==> config.mk <==
export PLATFORM = sky130hd
export DESIGN_NAME = risc_id_ex_fwd
export DESIGN_NICKNAME = d
export VERILOG_FILES = /design/src/rtl/risc_id_ex_fwd.sv
export SDC_FILE = /design/constraint.sdc
export NUM_CORES = 1
export LEC_CHECK = 0
export BUFFER_PORTS_ARGS = -buffer_cell sky130_fd_sc_hd__buf_2
export CAP_MARGIN = 20
export CORE_ASPECT_RATIO = 0.6
export CORE_MARGIN = 1.5
export CORE_UTILIZATION = 40
export DETAILED_ROUTE_END_ITERATION = 6
export GPL_TIMING_DRIVEN = 0
export PLACE_DENSITY_LB_ADDON = 0.1
export SYNTH_ARGS = -nofsm -noshare
export SYNTH_HDL_FRONTEND = slang
export SYNTH_SLANG_ARGS = --single-unit
==> constraint.sdc <==
create_clock -name clk -period 2.5 [get_ports clk]
set_clock_uncertainty 0.1 [all_clocks]
set_input_delay 0.125 -clock clk [delete_from_list [all_inputs] [get_ports clk]]
set_output_delay 0.125 -clock clk [all_outputs]
set_load 0.01 [all_outputs]
==> src/rtl/risc_id_ex_fwd.sv <==
// ID/EX pipeline register with EX-stage operand forwarding
// and single-cycle load-use stall generation.
module risc_id_ex_fwd #(
  parameter int DATA_WIDTH = 32,
  parameter int REG_ADDR_W = 5
) (
  input  logic                  clk,
  input  logic                  nrst,
  input  logic                  id_valid,
  input  logic [REG_ADDR_W-1:0] id_rs1,
  input  logic [REG_ADDR_W-1:0] id_rs2,
  input  logic [REG_ADDR_W-1:0] id_rd,
  input  logic [DATA_WIDTH-1:0] id_rd_dataA,
  input  logic [DATA_WIDTH-1:0] id_rd_dataB,
  input  logic [DATA_WIDTH-1:0] id_imm_ext,
  input  logic [DATA_WIDTH-1:0] id_pc,
  input  logic                  id_alu_src,
  input  logic                  id_reg_write,
  input  logic                  id_mem_read,
  input  logic                  flush,
  input  logic [REG_ADDR_W-1:0] mem_rd,
  input  logic                  mem_reg_write,
  input  logic [DATA_WIDTH-1:0] mem_result,
  input  logic [REG_ADDR_W-1:0] wb_rd,
  input  logic                  wb_reg_write,
  input  logic [DATA_WIDTH-1:0] wb_data,
  output logic                  stall,
  output logic                  ex_valid,
  output logic [DATA_WIDTH-1:0] ex_operandA,
  output logic [DATA_WIDTH-1:0] ex_operandB,
  output logic [DATA_WIDTH-1:0] ex_store_data,
  output logic [DATA_WIDTH-1:0] ex_imm,
  output logic [DATA_WIDTH-1:0] ex_pc,
  output logic [REG_ADDR_W-1:0] ex_rd,
  output logic                  ex_reg_write,
  output logic                  ex_mem_read
);

  logic                  v_q;
  logic [REG_ADDR_W-1:0] rs1_q;
  logic [REG_ADDR_W-1:0] rs2_q;
  logic [REG_ADDR_W-1:0] rd_q;
  logic [DATA_WIDTH-1:0] a_q;
  logic [DATA_WIDTH-1:0] b_q;
  logic [DATA_WIDTH-1:0] imm_q;
  logic [DATA_WIDTH-1:0] pc_q;
  logic                  alu_src_q;
  logic                  rw_q;
  logic                  mr_q;

  logic                  hit_rs1;
  logic                  hit_rs2;
  logic                  rd_nz;
  logic                  bubble;
  logic [DATA_WIDTH-1:0] cap_a;
  logic [DATA_WIDTH-1:0] cap_b;
  logic [DATA_WIDTH-1:0] fwd_a;
  logic [DATA_WIDTH-1:0] fwd_b;

  function automatic logic [DATA_WIDTH-1:0] fwd(
    input logic [REG_ADDR_W-1:0] src,
    input logic [DATA_WIDTH-1:0] held,
    input logic                  m_we,
    input logic [REG_ADDR_W-1:0] m_rd,
    input logic [DATA_WIDTH-1:0] m_val,
    input logic                  w_we,
    input logic [REG_ADDR_W-1:0] w_rd,
    input logic [DATA_WIDTH-1:0] w_val
  );
    logic [DATA_WIDTH-1:0] r;
    // Youngest producer wins: EX/MEM before MEM/WB.
    if (src == '0)
      r = '0;
    else if (m_we && m_rd == src)
      r = m_val;
    else if (w_we && w_rd == src)
      r = w_val;
    else
      r = held;
    return r;
  endfunction

  // Any rs2 match counts, even when rs2 is not read.
  always_comb begin
    hit_rs1 = (rd_q == id_rs1);
    hit_rs2 = (rd_q == id_rs2);
    rd_nz   = (rd_q != '0);
    stall   = !flush && id_valid && v_q && mr_q
              && rd_nz && (hit_rs1 || hit_rs2);
    bubble  = flush || stall;
  end

  always_comb begin
    cap_a = id_rd_dataA;
    cap_b = id_rd_dataB;
    if (wb_reg_write && wb_rd != '0 && wb_rd == id_rs1)
      cap_a = wb_data;
    if (wb_reg_write && wb_rd != '0 && wb_rd == id_rs2)
      cap_b = wb_data;
  end

  always_ff @(posedge clk or negedge nrst) begin
    if (!nrst) begin
      v_q       <= 1'b0;
      rs1_q     <= '0;
      rs2_q     <= '0;
      rd_q      <= '0;
      a_q       <= '0;
      b_q       <= '0;
      imm_q     <= '0;
      pc_q      <= '0;
      alu_src_q <= 1'b0;
      rw_q      <= 1'b0;
      mr_q      <= 1'b0;
    end else if (bubble) begin
      v_q  <= 1'b0;
      rw_q <= 1'b0;
      mr_q <= 1'b0;
    end else begin
      v_q       <= id_valid;
      rs1_q     <= id_rs1;
      rs2_q     <= id_rs2;
      rd_q      <= id_rd;
      a_q       <= cap_a;
      b_q       <= cap_b;
      imm_q     <= id_imm_ext;
      pc_q      <= id_pc;
      alu_src_q <= id_alu_src;
      rw_q      <= id_reg_write;
      mr_q      <= id_mem_read;
    end
  end

  always_comb begin
    fwd_a = fwd(rs1_q, a_q,
                mem_reg_write, mem_rd, mem_result,
                wb_reg_write, wb_rd, wb_data);
    fwd_b = fwd(rs2_q, b_q,
                mem_reg_write, mem_rd, mem_result,
                wb_reg_write, wb_rd, wb_data);
  end

  assign ex_valid      = v_q;
  assign ex_operandA   = fwd_a;
  assign ex_operandB   = alu_src_q ? imm_q : fwd_b;
  assign ex_store_data = fwd_b;
  assign ex_imm        = imm_q;
  assign ex_pc         = pc_q;
  assign ex_rd         = rd_q;
  assign ex_reg_write  = rw_q && v_q;
  assign ex_mem_read   = mr_q && v_q;

endmodule

==> flow_summary_export.csv, run 1 <==
group,metric,value,unit
floorplanning,io_pins,395,
placed_design,placed_cells,1528,
run_status,status,"finished with violations",
drt,viasPerCell,5.27,
cts,cts.sinks,147,
cts,clkLatencyLatePin,0.43,ns
yosys,netlist_area,9360,sq um
setup_path,timing.critical_path.max_delay_family,"buffers and inverters",
yosys,ys_ff_latch,147,
cts,clock_path_buffers,2,
layout,final_layout_size_suffix_gt1_share,60.2,%
yosys,yosysUniqueCellTypes,34,
floorplanning,core_area,23000,sq um
layout,stdcell_count,1743,
drt,drtIter0Drc,543,
power_and_ir_drop,p_leak,7.12,nW
timing,drv_slew,0,
yosys,synth.avg_cell_area,11.4,sq um
job,max_cap_viol_count,0,
yosys,synth_cells,824,
yosys,synth_edf_count,0,
timing,relSlewSlack,59.1,%
cts,tritoncts,"built",
drt,vias,9178,
global_route,antenna_found_initial,1,
floorplanning,die_height,122,microns
global_route,gr-total-overflow,0,
drt,wl,37900,microns
setup_path,arrival,2.54,ns
placed_design,dpl.hpwl,26000,microns
hold_path,hold_class,"in2reg",
timing,period_needed,2.76,ns
yosys,synth_top_area_share,39.3,%
timing,tightest_slew,0.608,ns
global_route,grt_pass1_wl,55800,microns
yosys,ys_seq_area_share,39.3,%
drt,drc,0,
layout,area_delta_synth_final,68.7,%
power_and_ir_drop,power.density,522,nW/um^2
placed_design,io_buffer_count,388,
yosys,synth_area_leaders,"dfrtp_1, mux2_4, mux2_2",
yosys,yosysWarnings,0,
cts,numCtsBuffers,17,
timing,setup_violations,96,
layout,fillCellCount,1756,
cts,cts-root-buf,"clkbuf_16",
floorplanning,fp.dieArea,24400,sq um
layout,final_nets,1641,
timing,setup_ws,-0.261,ns
setup_path,endpoint_kind,"primary output",
timing,fin_crit_sh,110,%
drt,dr.pass1.iters,5,
placed_design,place_congestion,0.959,
yosys,synth_ff_type,"dfrtp_1",
timing,rsz0062_at_grt,"true",
drt,wl_per_cell,21.7,microns
cts,clkTransAtPathRegs,0.06,ns
layout,fin_util,68.6,%
setup_path,crit_type,"reg2out",
run_status,violations,"negative setup slack",
setup_path,critPathSlowestCell,"dfrtp_2",
setup_path,slowest_delay,0.44,ns
power_and_ir_drop,irDropWorstVdd,0.499,mV
setup_path,cp.buffers_inverters,3,
drt,ant_nets,0,
timing,fin_tns_setup,-13.44,ns
global_route,grt_usage,30.2,%
yosys,yosysTopAreaCell,"dfrtp_1",
layout,multiInputGateArea,6400,sq um
floorplanning,start_util,40.7,%
floorplanning,fp.dieW,201,microns
layout,seqCellArea,3680,sq um
setup_path,path_cells,"xor2_2 -> nor4_4 -> buf_4 -> clkbuf_8 -> a221oi_4 -> o31ai_2 -> buf_2",
yosys,synth_nets,1050,
global_route,grt_max_degree,86,
timing,hold_viol_final,0,
setup_path,critPathLaunchType,"flop",
timing,max_freq,362,MHz
global_route,grt_pass1_vias,9685,
setup_path,cp_max_fo,10,
yosys,async_reset_ff_share,100,%
floorplanning,rows,43,
setup_path,cp.required,2.28,ns
cts,cts_max_level,4,
[power by group]
group / switching [mW] / internal (mW) / total (mW)
clock: 1.06 / 1.59 / 2.65
sequential: 0.230 / 2.63 / 2.86
combinational: 1.27 / 1.47 / 2.74
[stage by stage]
stage	hold WS (ns)	cell area (sq um)	worst slack (ns)	total power [mW]
after global placement	0.232	11700	-1.20	4.89
after global routing	0.0185	15800	-0.365	8.58
after detailed placement	0.00301	11700	-0.457	4.91
after CTS	0.00211	15200	-0.225	8.07
after floorplan	-0.271	9360	0.306	3.99
final	0.0197	15800	-0.261	8.25
[per-layer routing]
layer | vias up | global-route usage (%) | routed length, microns
li1 | 4174 | - | -
met5 | - | 0 | 0
met2 | 427 | 47.3 | 17100
met4 | 0 | 9.92 | 792
met1 | 4518 | 41.4 | 17200
met3 | 59 | 7.25 | 2750
[flip-flops by register name, summed over array words and instances, names as in the netlist]
| name | count |
|---|---|
| b_q | 32 |
| ex_pc | 32 |
| a_q | 32 |
| rs2_q | 5 |
| ex_valid | 1 |
| rs1_q | 5 |
| ex_imm | 32 |
| ex_rd | 5 |
| alu_src_q | 1 |
| mr_q | 1 |
| rw_q | 1 |
[cell families after synthesis]
logic type,share of synthesized area [%]
AOI/OAI and AO/OA,8.36
DFF,39.3
muxes,33.2
buffers and inverters,4.54
and+or+nand+nor,10.8
xor gates and xnor gates,3.74
[placed cells by master (no fill, tap or decap), drive strengths merged, types with 4 or more instances in the layout]
| cell type | n |
|---|---|
| a211oi | 32 |
| a221oi | 32 |
| buf | 453 |
| clkbuf | 52 |
| clkinv | 4 |
| dfrtp | 147 |
| dlygate4sd3 | 159 |
| mux2 | 208 |
| mux2i | 32 |
| nand2 | 66 |
| nor2 | 105 |
| nor3 | 34 |
| nor4 | 5 |
| o31ai | 32 |
| or4 | 4 |
| xnor2 | 13 |
| xor2 | 27 |
[final timing paths]
kind | cells after the start | slack (ns) | start | end
setup / recovery | 7 | -0.26 | rs2_q[0] | ex_operandB[22]
hold / removal | 3 | 0.02 | wb_data[22] | a_q[22]
setup reg to reg | 6 | 0.05 | ex_rd[3] | ex_imm[24]
hold reg to reg | 1 | 0.40 | ex_pc[0] | ex_pc[0]
max in group asynchronous | 3 | 1.30 | nrst | rs2_q[4]
min in group asynchronous | 2 | 0.13 | nrst | ex_pc[30]
[worst register-to-register path, stage by stage, from the launching register on]
cell and delay, ns:
dfrtp_1 0.46, or4_1 0.59, o21ai_1 0.19, o21ba_2 0.19, buf_8 0.21, buf_6 0.23
mux2_2 0.36
[cell type report]
class,instances,area share (%)
well taps,315,2.49
repair buffers,575,25.0
inverters,1,0.0238
diodes,2,0.0317
clock buffers,21,2.85
plain buffers,68,4.92
multi-input cells,605,40.5
clock inverters,9,0.840
flip-flops and latches,147,23.3
[synthesized netlist by cell type (2+ instances only)]
library cell	number
a211oi_1	32
a221oi_1	32
and2_1	3
buf_2	5
buf_4	21
buf_6	8
clkbuf_1	35
dfrtp_1	147
mux2_2	88
mux2_4	120
mux2i_1	32
nand2_1	66
nand4_1	3
nor2_1	104
nor3_1	34
nor4_1	2
nor4_4	3
o31ai_1	32
or2_2	2
or4_1	3
xnor2_1	13
xor2_1	27
[timing repair]
item                       4_1_cts  5_1_grt
hold endpoints to repair       209        0
cloned                           3        5
setup endpoints to repair      196      165
resized for setup              209      122
hold buffers                   159        0
pin swaps                       76       61
setup buffers                   18        6
No activity file was read; power rests on OpenSTA's default activity.
==> run 2: changes to the inputs <==
--- a/config.mk
+++ b/config.mk
@@ -5,7 +5,7 @@
 export SDC_FILE = /design/constraint.sdc
 export NUM_CORES = 1
 export LEC_CHECK = 0
-export BUFFER_PORTS_ARGS = -buffer_cell sky130_fd_sc_hd__buf_2
+export BUFFER_PORTS_ARGS = -buffer_cell sky130_fd_sc_hd__buf_4
 export CAP_MARGIN = 20
 export CORE_ASPECT_RATIO = 0.6
 export CORE_MARGIN = 1.5
==> flow_summary_export.csv, run 2 (synthesis results as in run 1) <==
group,metric,value,unit
layout,seqCellArea,3690,sq um
power_and_ir_drop,comb_power_share,36.8,%
setup_path,r2r_end,"b_q[0]",
setup_path,critPathSlowestCell,"dfrtp_2",
hold_path,worstHoldPathCells,3,
layout,final_cell_mix,"buf_4, dlygate4sd3_1, dfrtp_1, mux2_4, mux2_2",
cts,tritoncts,"built",
power_and_ir_drop,p_leak,7.61,nW
timing,setup_violations,96,
layout,area_delta_synth_final,83.6,%
global_route,grt_usage,32.2,%
placed_design,io_buffer_count,388,
floorplanning,start_util,40.7,%
setup_path,arrival,2.58,ns
hold_path,holdPathEnd,"a_q[24]",
floorplanning,fp.dieArea,24400,sq um
setup_path,crit_type,"reg2out",
cts,numCtsBuffers,17,
setup_path,reg2reg_depth,6,
floorplanning,core_area,23000,sq um
run_status,status,"finished with violations",
placed_design,place_congestion,0.965,
hold_path,hold_class,"in2reg",
setup_path,cp.required,2.28,ns
drt,viasPerCell,5.38,
setup_path,critPathLaunchType,"flop",
setup_path,slowest_delay,0.45,ns
timing,tightest_slew,0.659,ns
power_and_ir_drop,irDropWorstVdd,0.460,mV
drt,wl_per_cell,22.7,microns
cts,clkTransAtPathRegs,0.06,ns
cts,cts-root-buf,"clkbuf_16",
timing,drv_slew,0,
timing,relSlewSlack,56.1,%
run_status,violations,"negative setup slack",
job,max_cap_viol_count,0,
cts,clock_path_buffers,2,
timing,setup_ws,-0.309,ns
setup_path,regToRegStartpoint,"ex_rd[3]",
global_route,grt_pass1_wl,59200,microns
hold_path,hp-start,"wb_data[24]",
layout,final_nets,1665,
power_and_ir_drop,power.internal,5.82,mW
timing,period_needed,2.81,ns
floorplanning,die_height,122,microns
floorplanning,fp.dieW,201,microns
floorplanning,rows,43,
setup_path,path_cells,"xor2_2 -> nor4_4 -> nand3b_1 -> buf_6 -> buf_12 -> a221oi_4 -> nor3_2 -> buf_4",
drt,wl,40200,microns
drt,dr.pass1.iters,5,
layout,fillCellCount,1508,
power_and_ir_drop,clockPowerShare,29.4,%
floorplanning,io_pins,395,
drt,ant_nets,0,
timing,rsz0062_at_grt,"true",
global_route,grt_max_degree,84,
power_and_ir_drop,switchingPower,2.71,mW
drt,vias,9505,
power_and_ir_drop,power.density,496,nW/um^2
global_route,grt_pass1_vias,10100,
placed_design,dpl.hpwl,26600,microns
setup_path,endpoint_kind,"primary output",
timing,fin_tns_setup,-17.15,ns
timing,hold_viol_final,0,
power_and_ir_drop,pwr-share-seq,33.8,%
drt,drc,0,
global_route,antenna_found_initial,1,
setup_path,cp_max_fo,5,
timing,max_freq,356,MHz
setup_path,ff2ff_setup_slack,0.09,ns
cts,cts_max_level,4,
layout,mostFrequentLayoutCell,"buf_4",
layout,final_layout_size_suffix_gt1_share,61.3,%
layout,multiInputGateArea,6550,sq um
drt,drtIter0Drc,542,
cts,clkLatencyLatePin,0.43,ns
global_route,gr-total-overflow,0,
power_and_ir_drop,switching_share,31.8,%
timing,fin_crit_sh,112,%
cts,cts.sinks,147,
layout,fin_util,74.6,%
[run 2: changes by cell type in the layout (fill, tap and decap cells not counted), moves of 4 or more]
cell           delta
buf_2           -384
buf_4           +382
clkbuf_8          +5
clkinvlp_4        +4
dlygate4sd3_1    +20
mux2i_1          -10
mux2i_2           +6
mux2i_4           +4
nor2_1            -7
nor2_4            +5
o31ai_1           -5
o31ai_2           +4
[run 2: layout make-up]
cell class | count | share of cell area (%)
Multi-Input combinational cell | 605 | 38.1
Clock inverter | 13 | 0.655
Sequential cell | 147 | 21.4
Antenna cell | 1 | 0.0146
Timing Repair Buffer | 598 | 30.1
Buffer | 69 | 4.83
Clock buffer | 19 | 2.58
Inverter | 1 | 0.0218
Tap cell | 315 | 2.29
[run 2: critical path, delay by kind of cell (launching register included)]
| family | cells | cell delay (ns) |
|---|---|---|
| simple gates | 3 | 0.65 |
| flops | 1 | 0.45 |
| compound gates | 1 | 0.40 |
| buf+inv | 3 | 0.49 |
| xor+xnor | 1 | 0.17 |
[run 2: how the worst max path moves through the flow]
stage / from / endpoint / slack [ns]
after floorplan: ex_rd[0] / ex_rd[4] / 0.31
after global placement: rs2_q[4] / ex_operandB[22] / -0.44
after detailed placement: rs2_q[3] / ex_operandB[15] / -0.42
after CTS: rs2_q[0] / ex_operandB[22] / -0.23
after global routing: rs2_q[2] / ex_store_data[22] / -0.39
final: rs2_q[4] / ex_store_data[22] / -0.31
[run 2: power by group through the flow]
stage | clock network (mW) | logic, mW | registers [mW]
after CTS | 2.53 | 2.94 | 2.85
after detailed placement | 0 | 2.37 | 2.85
after floorplan | 0 | 1.13 | 2.85
after global placement | 0 | 2.35 | 2.84
final | 2.51 | 3.14 | 2.88
after global routing | 2.63 | 3.30 | 2.90
[run 2: metal layers]
metal | up-vias | part of all wire, % | global-route usage (%)
li1 | 4223 | - | -
met1 | 4750 | 46 | 44.8
met2 | 462 | 46 | 50.1
met3 | 70 | 6.1 | 6.66
met4 | 0 | 2.1 | 10.5
met5 | - | 0 | 0
[run 2: repair_timing]
item,in CTS,in global routing
gates resized for setup,248,127
pin swaps,89,51
gates cloned,8,2
setup endpoints to repair,196,207
hold buffers,179,0
endpoints found under the hold margin,211,0
buffers inserted,18,7
[run 2: stage by stage]
step	hold slack [ns]	std cells	worst slack, ns	power (mW)	area (sq um)
2_1_floorplan	-0.271	824	0.306	3.99	9360
3_3_place_gp	0.237	1527	-0.439	5.19	12700
3_5_place_dp	0.0114	1528	-0.417	5.22	12700
4_1_cts	0.00442	1764	-0.230	8.32	16600
5_1_grt	0.0400	1768	-0.391	8.83	17200
6_report	0.0411	1768	-0.309	8.52	17200
==> run 3: changes to the inputs <==
--- a/config.mk
+++ b/config.mk
@@ -10,9 +10,10 @@
 export CORE_ASPECT_RATIO = 0.6
 export CORE_MARGIN = 1.5
 export CORE_UTILIZATION = 40
+export CTS_CLUSTER_SIZE = 12
 export DETAILED_ROUTE_END_ITERATION = 6
 export GPL_TIMING_DRIVEN = 0
-export PLACE_DENSITY_LB_ADDON = 0.1
+export PLACE_DENSITY = 0.74
 export SYNTH_ARGS = -nofsm -noshare
 export SYNTH_HDL_FRONTEND = slang
 export SYNTH_SLANG_ARGS = --single-unit
==> flow_summary_export.csv, run 3 (synthesis results as in run 1) <==
group,metric,value,unit
timing,hold_viol_final,0,
power_and_ir_drop,p_leak,7.52,nW
power_and_ir_drop,power.density,517,nW/um^2
drt,dr.pass1.iters,7,
cts,cts_max_level,4,
floorplanning,io_pins,395,
placed_design,io_buffer_count,388,
cts,cts.sinks,147,
cts,clkTransAtPathRegs,0.06,ns
setup_path,crit_top_cell,"buf_6",
setup_path,path_cells,"xor2_2 -> nor4_4 -> nand3b_1 -> buf_6 -> buf_6 -> a221oi_4 -> o31ai_2 -> buf_4",
floorplanning,fp.dieArea,24400,sq um
layout,final_layout_size_suffix_gt1_share,60.3,%
drt,ant_nets,0,
drt,viasPerCell,5.46,
job,max_cap_viol_count,0,
timing,drv_slew,0,
power_and_ir_drop,switchingPower,2.73,mW
hold_path,hold_class,"in2reg",
timing,rsz0062_at_grt,"true",
cts,clkLatencyLatePin,0.43,ns
placed_design,postPlaceCellArea,12700,sq um
cts,tritoncts,"built",
power_and_ir_drop,power.internal,6.01,mW
power_and_ir_drop,clockPowerShare,31.3,%
global_route,grt_usage,33.8,%
drt,wl,42700,microns
power_and_ir_drop,switching_share,31.3,%
setup_path,cp.required,2.28,ns
placed_design,place_congestion,0.880,
floorplanning,start_util,40.7,%
setup_path,slowest_delay,0.44,ns
power_and_ir_drop,pwr-share-seq,32.9,%
cts,clock_path_buffers,2,
global_route,antenna_found_initial,1,
drt,wl_per_cell,24.2,microns
global_route,grt_max_degree,78,
layout,fin_util,73.4,%
run_status,status,"finished with violations",
setup_path,critPathLaunchType,"flop",
timing,fin_tns_setup,-16.79,ns
timing,tightest_slew,0.726,ns
floorplanning,die_height,122,microns
floorplanning,core_area,23000,sq um
setup_path,critPathSlowestCell,"dfrtp_2",
setup_path,timing.critical_path.max_delay_family,"buffers and inverters",
setup_path,arrival,2.53,ns
timing,period_needed,2.75,ns
layout,final_nets,1659,
setup_path,cp.buffers_inverters,3,
setup_path,endpoint_kind,"primary output",
power_and_ir_drop,irDropWorstVdd,0.453,mV
cts,cts-root-buf,"clkbuf_16",
layout,fillCellCount,1436,
setup_path,crit_type,"reg2out",
global_route,gr-total-overflow,0,
layout,mostFrequentLayoutCell,"buf_4",
timing,setup_violations,96,
floorplanning,rows,43,
setup_path,cp_max_fo,10,
power_and_ir_drop,comb_power_share,35.8,%
drt,drc,0,
run_status,violations,"negative setup slack",
placed_design,dpl.hpwl,27600,microns
drt,drtIter0Drc,743,
timing,relSlewSlack,51.6,%
drt,vias,9620,
setup_path,ff2ff_setup_slack,0.07,ns
timing,setup_ws,-0.251,ns
global_route,grt_pass1_vias,10200,
layout,final_cell_mix,"buf_4, dlygate4sd3_1, dfrtp_1, mux2_4, mux2_2",
layout,fin_area,16900,sq um
timing,fin_crit_sh,110,%
global_route,grt_pass1_wl,62000,microns
timing,max_freq,363,MHz
layout,area_delta_synth_final,80.6,%
floorplanning,fp.dieW,201,microns
cts,numCtsBuffers,17,
[run 3: changes by cell type in the layout (fill, tap and decap cells not counted), sizes merged]
cell,change
clkinv,-4
buf,-3
bufinv,+2
clkbuf,-2
clkinvlp,-1
inv,+1
[run 3: metal layers]
| layer | vias to the layer above | GRT usage [%] | routed length, microns | share of wire [%] |
|---|---|---|---|---|
| met5 | - | 0 | 0 | 0 |
| met2 | 525 | 57.7 | 20800 | 49 |
| met3 | 80 | 8.51 | 3310 | 7.8 |
| met4 | 0 | 9.45 | 1010 | 2.4 |
| met1 | 4815 | 42.8 | 17500 | 41 |
| li1 | 4200 | - | - | - |
[run 3: cell type report]
class	count	area [sq um]	area share, %
Clock inverter	11	154	0.910
Antenna cell	1	2.50	0.0148
Clock buffer	20	457	2.70
Inverter	1	3.75	0.0222
Sequential cell	147	3680	21.8
Tap cell	315	394	2.33
Multi-Input combinational cell	605	6400	37.8
Timing Repair Buffer	593	5080	30.1
Buffer	68	732	4.33
[run 3: what timing repair did]
action | in CTS | in global routing
hold buffers | 179 | 0
setup buffers | 15 | 2
hold endpoints to repair | 217 | 0
resized for setup | 215 | 88
pin swaps | 106 | 22
gates cloned | 6 | 2
endpoints found under the setup margin | 196 | 199
[run 3: through the flow]
stage	hold slack [ns]	std cells	setup slack (ns)	total power, mW
after global routing	0.0131	1761	-0.315	9.05
after CTS	0.00239	1756	-0.206	8.55
after detailed placement	0.0920	1528	-0.547	5.25
final	0.0330	1761	-0.251	8.74
after floorplan	-0.271	824	0.306	3.99
after global placement	0.240	1527	-0.593	5.20
[run 3: final timing paths]
check                                  from              to  cells past startpoint
worst min-delay path            wb_data[23]         b_q[23]                      3
min in group asynchronous              nrst       ex_pc[28]                      2
worst max register to register     ex_rd[0]      ex_imm[23]                      6
worst min register to register    ex_pc[10]       ex_pc[10]                      1
max in group asynchronous              nrst        ex_pc[4]                      3
worst max-delay path               rs2_q[3]  ex_operandB[4]                      8
[run 3: power groups by stage]
stage | Clock [mW] | Combinational [mW] | Sequential [mW]
2_1_floorplan | 0 | 1.13 | 2.85
3_3_place_gp | 0 | 2.36 | 2.84
3_5_place_dp | 0 | 2.39 | 2.85
4_1_cts | 2.76 | 2.94 | 2.85
5_1_grt | 2.87 | 3.27 | 2.90
6_report | 2.74 | 3.13 | 2.88
[run 3: tightest hold or removal path, cell delays in order]
cell and delay (ns):
buf_4 0.12, mux2_4 0.15, mux2_4 0.13
